[config.mk]
export PLATFORM = sky130hd
export DESIGN_NAME = spectrum_bar_display_flat
export DESIGN_NICKNAME = d
export VERILOG_FILES = /design/src/rtl/spectrum_bar_display_if.sv /design/src/rtl/spectrum_bar_display.sv /design/src/flat_wrapper.sv
export SDC_FILE = /design/constraint.sdc
export NUM_CORES = 1
export LEC_CHECK = 0
export CORE_ASPECT_RATIO = 1.4
export CORE_MARGIN = 5
export CORE_UTILIZATION = 58
export DETAILED_ROUTE_END_ITERATION = 16
export DONT_BUFFER_PORTS = 1
export HOLD_SLACK_MARGIN = 0.05
export PLACE_DENSITY_LB_ADDON = 0.2
export SYNTH_ARGS = -nofsm -noshare
export SYNTH_HDL_FRONTEND = slang
export SYNTH_SLANG_ARGS = --single-unit
[constraint.sdc]
create_clock -name clkin -period 3.1 [get_ports clkin]
set_input_delay 0.465 -clock clkin [delete_from_list [all_inputs] [get_ports clkin]]
set_output_delay 0.465 -clock clkin [all_outputs]
set_load 0.005 [all_outputs]
[src/rtl/spectrum_bar_display_if.sv]
// Band-magnitude stream from the FFT band summer: one beat per band, eight beats per frame.
// The master drives the beats and band_last; the slave drives band_ready.
interface spectrum_bar_display_if;
    logic       band_valid;
    logic [7:0] band_data;
    logic       band_last;
    logic       band_ready;

    modport master (
        output band_valid,
        output band_data,
        output band_last,
        input  band_ready
    );

    modport slave (
        input  band_valid,
        input  band_data,
        input  band_last,
        output band_ready
    );
endinterface

[src/rtl/spectrum_bar_display.sv]
// Spectrum analyser back end: double-buffered 8-band frame, log2 bars with decaying peak-hold,
// column-scanned 8x8 LED matrix (rows active-low, columns one-hot active-high).
module spectrum_bar_display #(
    parameter int unsigned SCAN_DIV  = 17,
    parameter int unsigned DECAY_DIV = 22
) (
    input  logic                   clkin,
    input  logic                   rst,
    spectrum_bar_display_if.slave  band,
    output logic                   frame_err,
    output logic [7:0]             row,
    output logic [7:0]             column
);

    localparam int unsigned SW = SCAN_DIV + 3;

    typedef enum logic {
        LOAD = 1'b0,
        PEND = 1'b1
    } state_t;

    state_t             r_state;
    state_t             w_state_nxt;

    logic [SW-1:0]        r_scan_cnt;
    logic [DECAY_DIV-1:0] r_decay_cnt;
    logic [2:0]           r_wr_idx;
    logic [7:0]           r_shadow  [8];
    logic [7:0]           r_display [8];
    logic [3:0]           r_peak    [8];
    logic                 r_frame_err;
    logic [7:0]           r_row;
    logic [7:0]           r_column;

    logic       w_ready;
    logic       w_xfer;
    logic       w_frame_done;
    logic       w_err;
    logic       w_commit;
    logic       w_scan_wrap;
    logic       w_decay_tick;
    logic [2:0] w_cc;
    logic [3:0] w_peak_nxt [8];
    logic [3:0] w_h_cc;
    logic [3:0] w_pk_cc;
    logic [7:0] w_row;

    // Bar height: 0 for an empty band, otherwise MSB position plus one (1..8).
    function automatic logic [3:0] height(input logic [7:0] v);
        logic [3:0] h;
        h = '0;
        for (int unsigned b = 0; b < 8; b++) begin
            if (v[b]) begin
                h = 4'(b + 1);
            end
        end
        return h;
    endfunction

    assign w_scan_wrap  = &r_scan_cnt;
    assign w_decay_tick = &r_decay_cnt;
    assign w_cc         = r_scan_cnt[SW-1:SCAN_DIV];

    always_ff @(posedge clkin) begin
        if (rst) begin
            r_state <= LOAD;
        end else begin
            r_state <= w_state_nxt;
        end
    end

    // PEND doubles as the "pending" flag: a completed frame waits there for the scan boundary.
    always_comb begin
        w_state_nxt  = r_state;
        w_ready      = 1'b0;
        w_xfer       = 1'b0;
        w_frame_done = 1'b0;
        w_err        = 1'b0;
        w_commit     = 1'b0;
        case (r_state)
            LOAD: begin
                w_ready = 1'b1;
                w_xfer  = band.band_valid;
                if (w_xfer) begin
                    if (r_wr_idx == 3'd7) begin
                        w_frame_done = 1'b1;
                        w_err        = ~band.band_last;
                        w_state_nxt  = PEND;
                    end else if (band.band_last) begin
                        w_err = 1'b1;
                    end
                end
            end
            PEND: begin
                if (w_scan_wrap) begin
                    w_commit    = 1'b1;
                    w_state_nxt = LOAD;
                end
            end
            default: begin
                w_state_nxt = LOAD;
            end
        endcase
    end

    assign band.band_ready = w_ready;

    always_ff @(posedge clkin) begin
        if (rst) begin
            r_scan_cnt  <= '0;
            r_decay_cnt <= '0;
        end else begin
            r_scan_cnt  <= r_scan_cnt + SW'(1);
            r_decay_cnt <= r_decay_cnt + DECAY_DIV'(1);
        end
    end

    always_ff @(posedge clkin) begin
        if (rst) begin
            r_wr_idx    <= '0;
            r_frame_err <= 1'b0;
        end else begin
            r_frame_err <= w_err;
            if (w_xfer) begin
                if (w_frame_done || band.band_last) begin
                    r_wr_idx <= '0;
                end else begin
                    r_wr_idx <= r_wr_idx + 3'd1;
                end
            end
        end
    end

    always_ff @(posedge clkin) begin
        if (rst) begin
            for (int unsigned i = 0; i < 8; i++) begin
                r_shadow[i] <= '0;
            end
        end else if (w_xfer) begin
            r_shadow[r_wr_idx] <= band.band_data;
        end
    end

    // On commit the peak sees the incoming frame in the same cycle it lands in display.
    always_comb begin
        for (int unsigned i = 0; i < 8; i++) begin
            logic [3:0] h_src;
            logic [3:0] dec;
            h_src = height(w_commit ? r_shadow[i] : r_display[i]);
            dec   = (w_decay_tick && (r_peak[i] != 4'd0)) ? (r_peak[i] - 4'd1) : r_peak[i];
            w_peak_nxt[i] = (h_src > dec) ? h_src : dec;
        end
    end

    always_ff @(posedge clkin) begin
        if (rst) begin
            for (int unsigned i = 0; i < 8; i++) begin
                r_display[i] <= '0;
                r_peak[i]    <= '0;
            end
        end else begin
            for (int unsigned i = 0; i < 8; i++) begin
                if (w_commit) begin
                    r_display[i] <= r_shadow[i];
                end
                r_peak[i] <= w_peak_nxt[i];
            end
        end
    end

    always_comb begin
        w_h_cc  = height(r_display[w_cc]);
        w_pk_cc = r_peak[w_cc];
        w_row   = '1;
        for (int unsigned m = 0; m < 8; m++) begin
            w_row[m] = ~((4'(m) < w_h_cc) ||
                         ((w_pk_cc != 4'd0) && (4'(m) == (w_pk_cc - 4'd1))));
        end
    end

    always_ff @(posedge clkin) begin
        if (rst) begin
            r_row    <= '1;
            r_column <= 8'h80;
        end else begin
            r_row    <= w_row;
            r_column <= 8'h80 >> w_cc;
        end
    end

    assign frame_err = r_frame_err;
    assign row       = r_row;
    assign column    = r_column;

endmodule

[src/flat_wrapper.sv]
// flat-port wrapper written by rule: the top's interface ports become plain ports
module spectrum_bar_display_flat 
#(
    parameter int unsigned SCAN_DIV  = 17,
    parameter int unsigned DECAY_DIV = 22
)
  (clkin, rst, frame_err, row, column, band_band_valid, band_band_data, band_band_last, band_band_ready);
  spectrum_bar_display_if band_i ();
  input  logic clkin;
  input  logic rst;
  output logic frame_err;
  output logic [7:0] row;
  output logic [7:0] column;
  input wire logic [$bits(band_i.band_valid)-1:0] band_band_valid;
  input wire logic [$bits(band_i.band_data)-1:0] band_band_data;
  input wire logic [$bits(band_i.band_last)-1:0] band_band_last;
  output wire logic [$bits(band_i.band_ready)-1:0] band_band_ready;
  assign band_i.band_valid = band_band_valid;
  assign band_i.band_data = band_band_data;
  assign band_i.band_last = band_band_last;
  assign band_band_ready = band_i.band_ready;
  spectrum_bar_display #(.SCAN_DIV(SCAN_DIV), .DECAY_DIV(DECAY_DIV)) u_core (.clkin(clkin), .rst(rst), .band(band_i), .frame_err(frame_err), .row(row), .column(column));
endmodule
# Yosys cells after proc, flatten, opt, wreduce, memory -nomap -nowiden
# Memories as Yosys holds them, arrays and structs flattened. A register that Yosys moved wholly into a read port is not among the register bits.
# Cells that the tools add are included.
# totals
mem_count,3
in_bits,12
wordCells,251
reg_bits,63
output_inout_bits,18
mem_bits_rw,160
# classes
n_bitwise,27
n_eq_ne,8
mux,138
shift,1
n_addsub,12
reduce_logical,39
n_lt_le_gt_ge,16
# mem_list
memory,depth,width,rd,rd_ports_with_merged_regs,write_ports,line,rtl
u_core.r_display,8,8,9,1,8,spectrum_bar_display.sv:29,logic [7:0] r_display [8];
u_core.r_shadow,8,8,8,0,8,spectrum_bar_display.sv:28,logic [7:0] r_shadow [8];
u_core.r_peak,8,4,9,1,8,spectrum_bar_display.sv:30,logic [3:0] r_peak [8];
# ops
op,count
two-way mux 8 bit,17
two-way mux 4 bit,33
two-way mux 3 bit,40
two-way mux 2 bit,18
nonzero test 4 bit,9
subtractor 4 x 1 -> 4 bit (second input constant),9
greater-than comparator 4 bit,8
two-way mux 1 bit,29
adder 22 x 1 -> 22 bit (second input constant),1
AND reduction 22 bit,1
adder 20 x 1 -> 20 bit (second input constant),1
AND reduction 20 bit,1
equality test 3 x 4 -> 1 bit (first input constant),4
logical AND 1 bit,16
less-than comparator 3 x 4 -> 1 bit (first input constant),4
OR 1 bit,16
inverter 1 bit,11
logical OR 1 bit,9
equality test 2 x 4 -> 1 bit (first input constant),2
less-than comparator 1 x 4 -> 1 bit (first input constant),2
less-than comparator 2 x 4 -> 1 bit (first input constant),2
OR reduction 8 bit,1
>> shifter 8 x 3 -> 8 bit (first input constant),1
equality test 1 x 4 -> 1 bit (first input constant),1
5 further kinds,5

# Logic depth before layout (Yosys ltp)
# Gate-level depths: netlist (run 1).
# depth
depth_word,15
ltp_mapped,15
depth_no_buf,13

# Least setup slack after synthesis (run 1)
# No wires, ideal clock.
# synth_path
kind,reg2reg
from,register u_core.r_scan_cnt[0]
to,"memory u_core.r_display[0][0], enable pin"
arrival_ns,2.848
required_time_ns,2.676
synth_period_minus_slack_ns,3.272
path_buffers,1
stages_incl_launch_ff,7
path_slack_ns,-0.172
setup_time_ns,0.424
cell_sequence,dfxtp_1 -> ha_1 -> nand3_1 -> nor3_2 -> nand4_4 -> clkbuf_1 -> nand2_1
# synth_rtl
item,line,rtl
"start, declared",spectrum_bar_display.sv:25,logic [SW-1:0] r_scan_cnt;
"start signal, assigned",spectrum_bar_display.sv:113,r_scan_cnt <= r_scan_cnt + SW'(1);
"end, declared",spectrum_bar_display.sv:29,

==> impl_metrics.yaml, run 1 <==
run_status:
  run_status: "completed"
placed_design:
  numPortBuffers: 0
  dpl_worst_slack_ns: -0.00787
  place.detailed.hpwl_um: 19200
  routabilityCongestion: 0.933
synthesis:
  dominant_combinational_cell_family_by_area_after_synthesis: "simple AND/OR/NAND/NOR gates"
  ys.flop_type: "edfxtp_1"
  fraction_of_registers_with_async_set_or_reset_after_synthesis: 0
  ys_top_cells_by_area: "edfxtp_1, dfxtp_1, ha_1, and2_1, nor2_1"
  post-synth-top-count-cell: "edfxtp_1"
  synth.top_cells.by_count: "edfxtp_1, nor2_1, dfxtp_1"
  postSynthNetCount: 1217
  ys_seq_area_frac: 0.475
  syn-instance-count: 1161
  synth-warning-count: 0
  synth-xor-area-share: 0.0326
  post_synth_fa_ha_maj_area_fraction: 0.0455
  netlist-cell-type-count: 60
  yosysTopAreaCellShare: 0.318
  syn-mean-instance-area_um2: 10.4
  simple_gate_fraction_of_synth_area: 0.203
  synth_area_leader_cell: "edfxtp_1"
  muxShareOfSynthArea: 0.0825
  synth_edf_count: 128
  synth.cell_area_um2: 12100
  synth_compound_gate_area_share: 0.127
  ys_seq_elements: 223
hold_path:
  timing.hold.worst.start: "rst"
  holdPathEnd: "u_core.row[0]$_SDFF_PP1_"
  min_path_type: "input port to register"
  min_path_cells: 1
setup_path:
  start_kind: "register"
  critPathSlowestCell: "mux2_2"
  critPathMostFrequentCell: "o21a_1"
  critical_path_cell_sequence: "nand4_1 -> nor4_4 -> and4_4 -> clkbuf_16 -> mux2_2 -> ha_4 -> nor2b_1 -> o21a_1 -> o21a_1 -> o21ai_1 -> buf_4 -> o211ai_1 -> a21oi_1"
  required_time_of_the_critical_path_ns: 3.53
  reg2reg_setup_slack_ns: 0.09
  crit_path_max_fanout: 8
  timing.critical_path.to_type: "register"
  reg2reg_from: "u_core.r_scan_cnt[10]$_SDFF_PP0_"
  ff2ff_path_depth: 13
  arrival_ns: 3.45
  regToRegEndpoint: "u_core.r_peak[4][1]$_SDFF_PP0_"
  cp_max_stage_delay_ns: 0.37
  crit_type: "register to register"
sta:
  tightestPinTransition_ns: 0.999
  rsz0062_at_grt: "true"
  final_worst_slack_ns: 0.0860
  final.period_utilization: 0.972
  setup_viol: 0
  report.final.slew_viol_count: 0
  fmaxAchievable_mhz: 332
  timing.slew.headroom: 0.327
  final_critical_path_time_including_i_o_delays_and_setup_ns: 3.01
  hold_viol: 0
  finalClockSkew_ns: 0.00733
  hold_slack_ns: 0.0894
  setup-tns-final_ns: 0
pwr:
  power.share.clock: 0.376
  fin_total_pwr_w: 0.00811
  share_seq_of_total_power: 0.440
  netSwitchingPower_w: 0.00218
  net_sw_frac: 0.269
  total_internal_power_w: 0.00593
  combinational_power_share: 0.184
  irDropWorstVdd_mv: 0.489
  leakagePower_nw: 5.13
  areal_power_density_over_the_cells_nw_per_um2: 591
finish:
  synthToLayoutAreaGrowth_pct: 13.5
  finalCoreUtilization: 0.668
  num_antenna_cells: 0
  num-nets-final: 1250
  layout.filler_cells: 1563
  post_route_cells_drive_above_1_share: 0.163
cts:
  cts-buffers-inserted: 24
  clock_path_buffers: 3
  clock_sinks: 223
  cts.root.buffer_cell: "clkbuf_16"
  tritoncts_clock_tree: "yes"
  clk_transition_reported_paths_ns: 0.06
  insertion_delay_ns: 0.51
  h-tree-depth: 1
detailed_routing:
  number_of_remaining_drc_errors: 0
  post_drt_via_cell_ratio: 5.94
  dr.pass1.iters: 5
  detail_route.wl_per_cell_um: 18.7
  drt_iter0_drc: 736
  postRouteAntennaNets: 0
  detailroute.via_count: 8717
  drt-total-wl_um: 27500
floorplanning:
  die_x_um: 132
  io-pin-count: 30
  die-area_um2: 23900
  floorplan.core_area_um2: 20600
  floorplan.initialDensity: 0.588
  rows: 62
  die_y_um: 181
flow_run:
  max_cap_viol_count: 0
global_route:
  gr-usage-all-layers: 0.222
  grt_max_degree: 78
  grt_antenna_before_repair: 0
  grt_first_pass_wirelength_um: 43700
  via_count_of_the_first_global_routing_pass: 8327
  gr-total-overflow: 0
cell usage in the layout (no fill, tap or decap), types with 7 or more instances in the layout:
cell	instances
and3_1	42
nand4b_1	8
o21a_1	16
inv_1	54
xor2_1	19
buf_4	37
mux4_2	18
nor3_1	49
nor2_1	123
and2_1	75
mux2_4	14
nand2b_1	16
o21ai_1	20
nand2_1	49
o21ai_0	36
ha_4	7
a2111oi_4	8
edfxtp_1	128
o21bai_1	16
xnor2_1	26
nand2_2	7
mux2i_1	17
nand4_1	15
nor2b_1	26
dfxtp_2	10
ha_1	36
a31oi_1	9
nand3_1	19
mux2_2	13
a21oi_1	84
dfxtp_1	85
o311a_1	8
clkbuf_16	28
worst max path at each step:
stage	startpoint	to	slack, ns	cells past startpoint
2_1_floorplan	u_core.r_scan_cnt[0]$_SDFF_PP0_	u_core.r_peak[4][1]$_SDFF_PP0_	0.03	13
3_3_place_gp	u_core.r_scan_cnt[1]$_SDFF_PP0_	u_core.r_peak[5][2]$_SDFF_PP0_	0.11	14
3_5_place_dp	u_core.r_scan_cnt[1]$_SDFF_PP0_	u_core.r_peak[0][2]$_SDFF_PP0_	-0.008	14
4_1_cts	u_core.r_scan_cnt[1]$_SDFF_PP0_	u_core.r_peak[0][2]$_SDFF_PP0_	0.003	14
5_1_grt	u_core.r_scan_cnt[10]$_SDFF_PP0_	u_core.r_peak[4][1]$_SDFF_PP0_	-0.04	13
6_report	u_core.r_scan_cnt[10]$_SDFF_PP0_	u_core.r_peak[4][1]$_SDFF_PP0_	0.09	13
routing by layer:
| metal | wire length, um | track usage |
|---|---|---|
| met5 | 0 | 0 |
| met2 | 13400 | 0.371 |
| met3 | 1380 | 0.0278 |
| met1 | 11500 | 0.296 |
| met4 | 1190 | 0.0819 |
power groups by stage:
stage / clock [W] / sequential (W) / combinational, W
finish: 0.00305 / 0.00357 / 0.00149
global route: 0.00322 / 0.00359 / 0.00168
CTS: 0.00310 / 0.00356 / 0.00141
detailed placement: 0 / 0.00362 / 0.00139
global placement: 0 / 0.00361 / 0.00134
floorplan: 0 / 0.00354 / 0.00109
timing repair:
item,in CTS,in global routing
hold buffers,2,0
resized for setup,1,47
setup buffers,0,10
endpoints found under the hold margin,53,0
endpoints found under the setup margin,3,32
gates cloned,0,1
pin swaps,1,11
worst max-delay path: cells and delay by family (launching register included):
kind | cells | cell delay, ns
AO/OA/AOI/OAI | 5 | 0.69
adder cells (fa/ha/maj) | 1 | 0.25
buffers and inverters | 2 | 0.35
flip-flops | 1 | 0.34
multiplexers | 1 | 0.37
AND/OR/NAND/NOR | 4 | 0.93
stage by stage:
stage | area, um2 | instances
after floorplan | 12100 | 1161
after global placement | 12500 | 1411
after detailed placement | 12500 | 1411
after CTS | 13400 | 1457
after global routing | 13700 | 1468
final | 13700 | 1468
flip-flops by register name, summed over array words and instances, names as in the netlist:
register,flops
u_core.column,8
u_core.frame_err,1
u_core.r_decay_cnt,22
u_core.r_display,64
u_core.r_peak,32
u_core.r_scan_cnt,20
u_core.r_shadow,64
u_core.r_state,1
u_core.r_wr_idx,3
u_core.row,8
cells by family (layout without fill, tap and decap cells):
kind of cell / Yosys count / in the layout
simple gates: 458 / 458
xor+xnor: 45 / 45
flops: 223 / 223
mux: 67 / 67
buf+inv: 95 / 146
compound gates: 229 / 229
fa+ha+maj: 44 / 44
layout make-up:
cell class | count | area [um2] | area share
inverter | 55 | 206 | 0.0150
timing repair buffer | 47 | 447 | 0.0325
multi-input combinational | 843 | 6120 | 0.446
clock buffer | 32 | 726 | 0.0529
clock inverter | 12 | 144 | 0.0105
sequential | 223 | 5760 | 0.420
tap | 256 | 320 | 0.0233
(Power assumes the default switching activity.)
==> run 2: changes to the inputs <==
--- a/config.mk
+++ b/config.mk
@@ -5,6 +5,7 @@
 export SDC_FILE = /design/constraint.sdc
 export NUM_CORES = 1
 export LEC_CHECK = 0
+export ABC_CLOCK_PERIOD_IN_PS = 3100
 export CORE_ASPECT_RATIO = 1.4
 export CORE_MARGIN = 5
 export CORE_UTILIZATION = 58
==> results of run 2 <==
Same layout as run 1: the final DEF is identical, and so are final timing and power.
==> run 3: changes to the inputs <==
--- a/config.mk
+++ b/config.mk
@@ -16,3 +16,4 @@
 export SYNTH_ARGS = -nofsm -noshare
 export SYNTH_HDL_FRONTEND = slang
 export SYNTH_SLANG_ARGS = --single-unit
+export TNS_END_PERCENT = 10
==> impl_metrics.yaml, run 3 (same netlist as run 1, synthesis figures left out) <==
finish:
  layout.filler_cells: 1533
  biggestRegsByFlops: "u_core.r_display x64, u_core.r_shadow x64, u_core.r_peak x32"
  ff_latch_area_um2: 5760
  layout.cells.most_common: "edfxtp_1"
  layout.cells.non_filler: 1494
  layout.cells.most_common_list: "edfxtp_1, nor2_1, a21oi_1"
  post_route_cells_drive_above_1_share: 0.184
  num-nets-final: 1278
  multi_input_area_um2: 6140
  design_area_um2: 13900
  synthToLayoutAreaGrowth_pct: 15.2
cts:
  insertion_delay_ns: 0.51
  h-tree-depth: 1
  tritoncts_clock_tree: "yes"
  cts-buffers-inserted: 22
  clock_sinks: 223
  clk_transition_reported_paths_ns: 0.06
  cts.root.buffer_cell: "clkbuf_16"
  clock_path_buffers: 3
floorplanning:
  die_x_um: 132
  io-pin-count: 30
  rows: 62
  floorplan.initialDensity: 0.588
  floorplan.core_area_um2: 20600
  die_y_um: 181
  die-area_um2: 23900
detailed_routing:
  postRouteAntennaNets: 0
  number_of_remaining_drc_errors: 0
  detail_route.wl_per_cell_um: 18.7
  post_drt_via_cell_ratio: 5.94
  detailroute.via_count: 8879
  drt_iter0_drc: 525
  drt-total-wl_um: 27900
  dr.pass1.iters: 5
placed_design:
  place.detailed.hpwl_um: 19700
  dpl_worst_slack_ns: -0.0578
  numPortBuffers: 0
  routabilityCongestion: 0.934
  placedCellCount: 1425
  total_placed_instance_area_um2: 12600
pwr:
  irDropWorstVdd_mv: 0.440
  areal_power_density_over_the_cells_nw_per_um2: 560
  leakagePower_nw: 5.25
global_route:
  grt_antenna_before_repair: 0
  grt_first_pass_wirelength_um: 43500
  gr-total-overflow: 0
  via_count_of_the_first_global_routing_pass: 8421
  gr-usage-all-layers: 0.222
  grt_max_degree: 78
setup_path:
  arrival_ns: 3.43
  crit_type: "register to register"
  crit_path_max_fanout: 6
  cp_max_stage_delay_ns: 0.38
  start_kind: "register"
  timing.critical_path.to_type: "register"
  critPathSlowestCell: "a2111oi_4"
  critical_path_cell_sequence: "and4_4 -> nand3_4 -> buf_12 -> a2111oi_4 -> nand2_1 -> o21ai_0 -> ha_4 -> nor2b_1 -> o21a_1 -> o21a_1 -> o21ai_2 -> buf_6 -> o21ai_0 -> a31oi_1"
  required_time_of_the_critical_path_ns: 3.54
sta:
  setup_viol: 0
  final.period_utilization: 0.967
  final_worst_slack_ns: 0.103
  timing.slew.headroom: 0.494
  hold_viol: 0
  finalClockSkew_ns: 0.0122
  final_critical_path_time_including_i_o_delays_and_setup_ns: 3.00
  rsz0062_at_grt: "true"
  report.final.slew_viol_count: 0
  tightestPinTransition_ns: 0.758
  fmaxAchievable_mhz: 334
flow_run:
  max_cap_viol_count: 0
hold_path:
  min_path_type: "input port to register"
run_status:
  run_status: "completed"
run 3: cell types whose count changed in the layout (fill, tap and decap cells not counted), sizes merged:
cell      previous run  this run
clkinvlp             2         1
buf                 45        74
diode                0         1
clkinv               7         6
clkbuf              33        31
run 3: worst paths after layout:
check	slack [ns]	depth (start not counted)	from	to
max	0.10	14	u_core.r_decay_cnt[17]$_SDFF_PP0_	u_core.r_peak[4][2]$_SDFF_PP0_
min	0.11	2	band_band_valid	u_core.r_state$_SDFF_PP0_
max reg2reg	0.10	14	u_core.r_decay_cnt[17]$_SDFF_PP0_	u_core.r_peak[4][2]$_SDFF_PP0_
min reg2reg	0.43	1	u_core.r_scan_cnt[0]$_SDFF_PP0_	u_core.r_scan_cnt[0]$_SDFF_PP0_
run 3: area by class of cell:
class / count / share of cell area
diodes: 1 / 0.000180
well taps: 256 / 0.0230
repair buffers: 77 / 0.0547
flip-flops and latches: 223 / 0.414
multi-input cells: 843 / 0.441
clock inverters: 10 / 0.00925
inverters: 55 / 0.0148
clock buffers: 29 / 0.0436
run 3: metal layers:
metal / vias up / part of all wire / global-route usage
li1: 4335 / - / -
met1: 4242 / 0.40 / 0.273
met2: 225 / 0.51 / 0.394
met3: 77 / 0.044 / 0.0295
met4: 0 / 0.047 / 0.0869
met5: - / 0 / 0
run 3: where the power goes:
part | total, W | switching [W] | internal [W]
sequential | 0.00356 | 0.000221 | 0.00334
combinational | 0.00152 | 0.000808 | 0.000710
clock | 0.00273 | 0.00110 | 0.00163
total | 0.00781 | 0.00213 | 0.00568
run 3: stage by stage:
step	total power [W]	TNS (ns)	utilization	hold WS, ns
2_1_floorplan	0.00462	-0.345	-	0.422
5_1_grt	0.00820	-0.742	0.678	0.109
3_5_place_dp	0.00500	-0.327	0.614	0.447
4_1_cts	0.00774	-0.0290	0.652	0.0924
3_3_place_gp	0.00495	0	0.614	0.439
6_report	0.00781	0	0.678	0.108
run 3: worst max-delay path: cells and delay by family (launching register included):
kind                       cells  cell delay [ns]
AOI/OAI and AO/OA              7             1.33
and+or+nand+nor                4             0.66
DFF                            1             0.37
buffers and inverters          2             0.32
adders and majority gates      1             0.27
run 3: what timing repair did:
item,in CTS,in global routing
gates cloned,0,2
endpoints found under the setup margin,13,32
hold endpoints to repair,52,0
buffers inserted,0,25
pin swaps,1,17
resized for setup,2,62
hold buffers,2,0
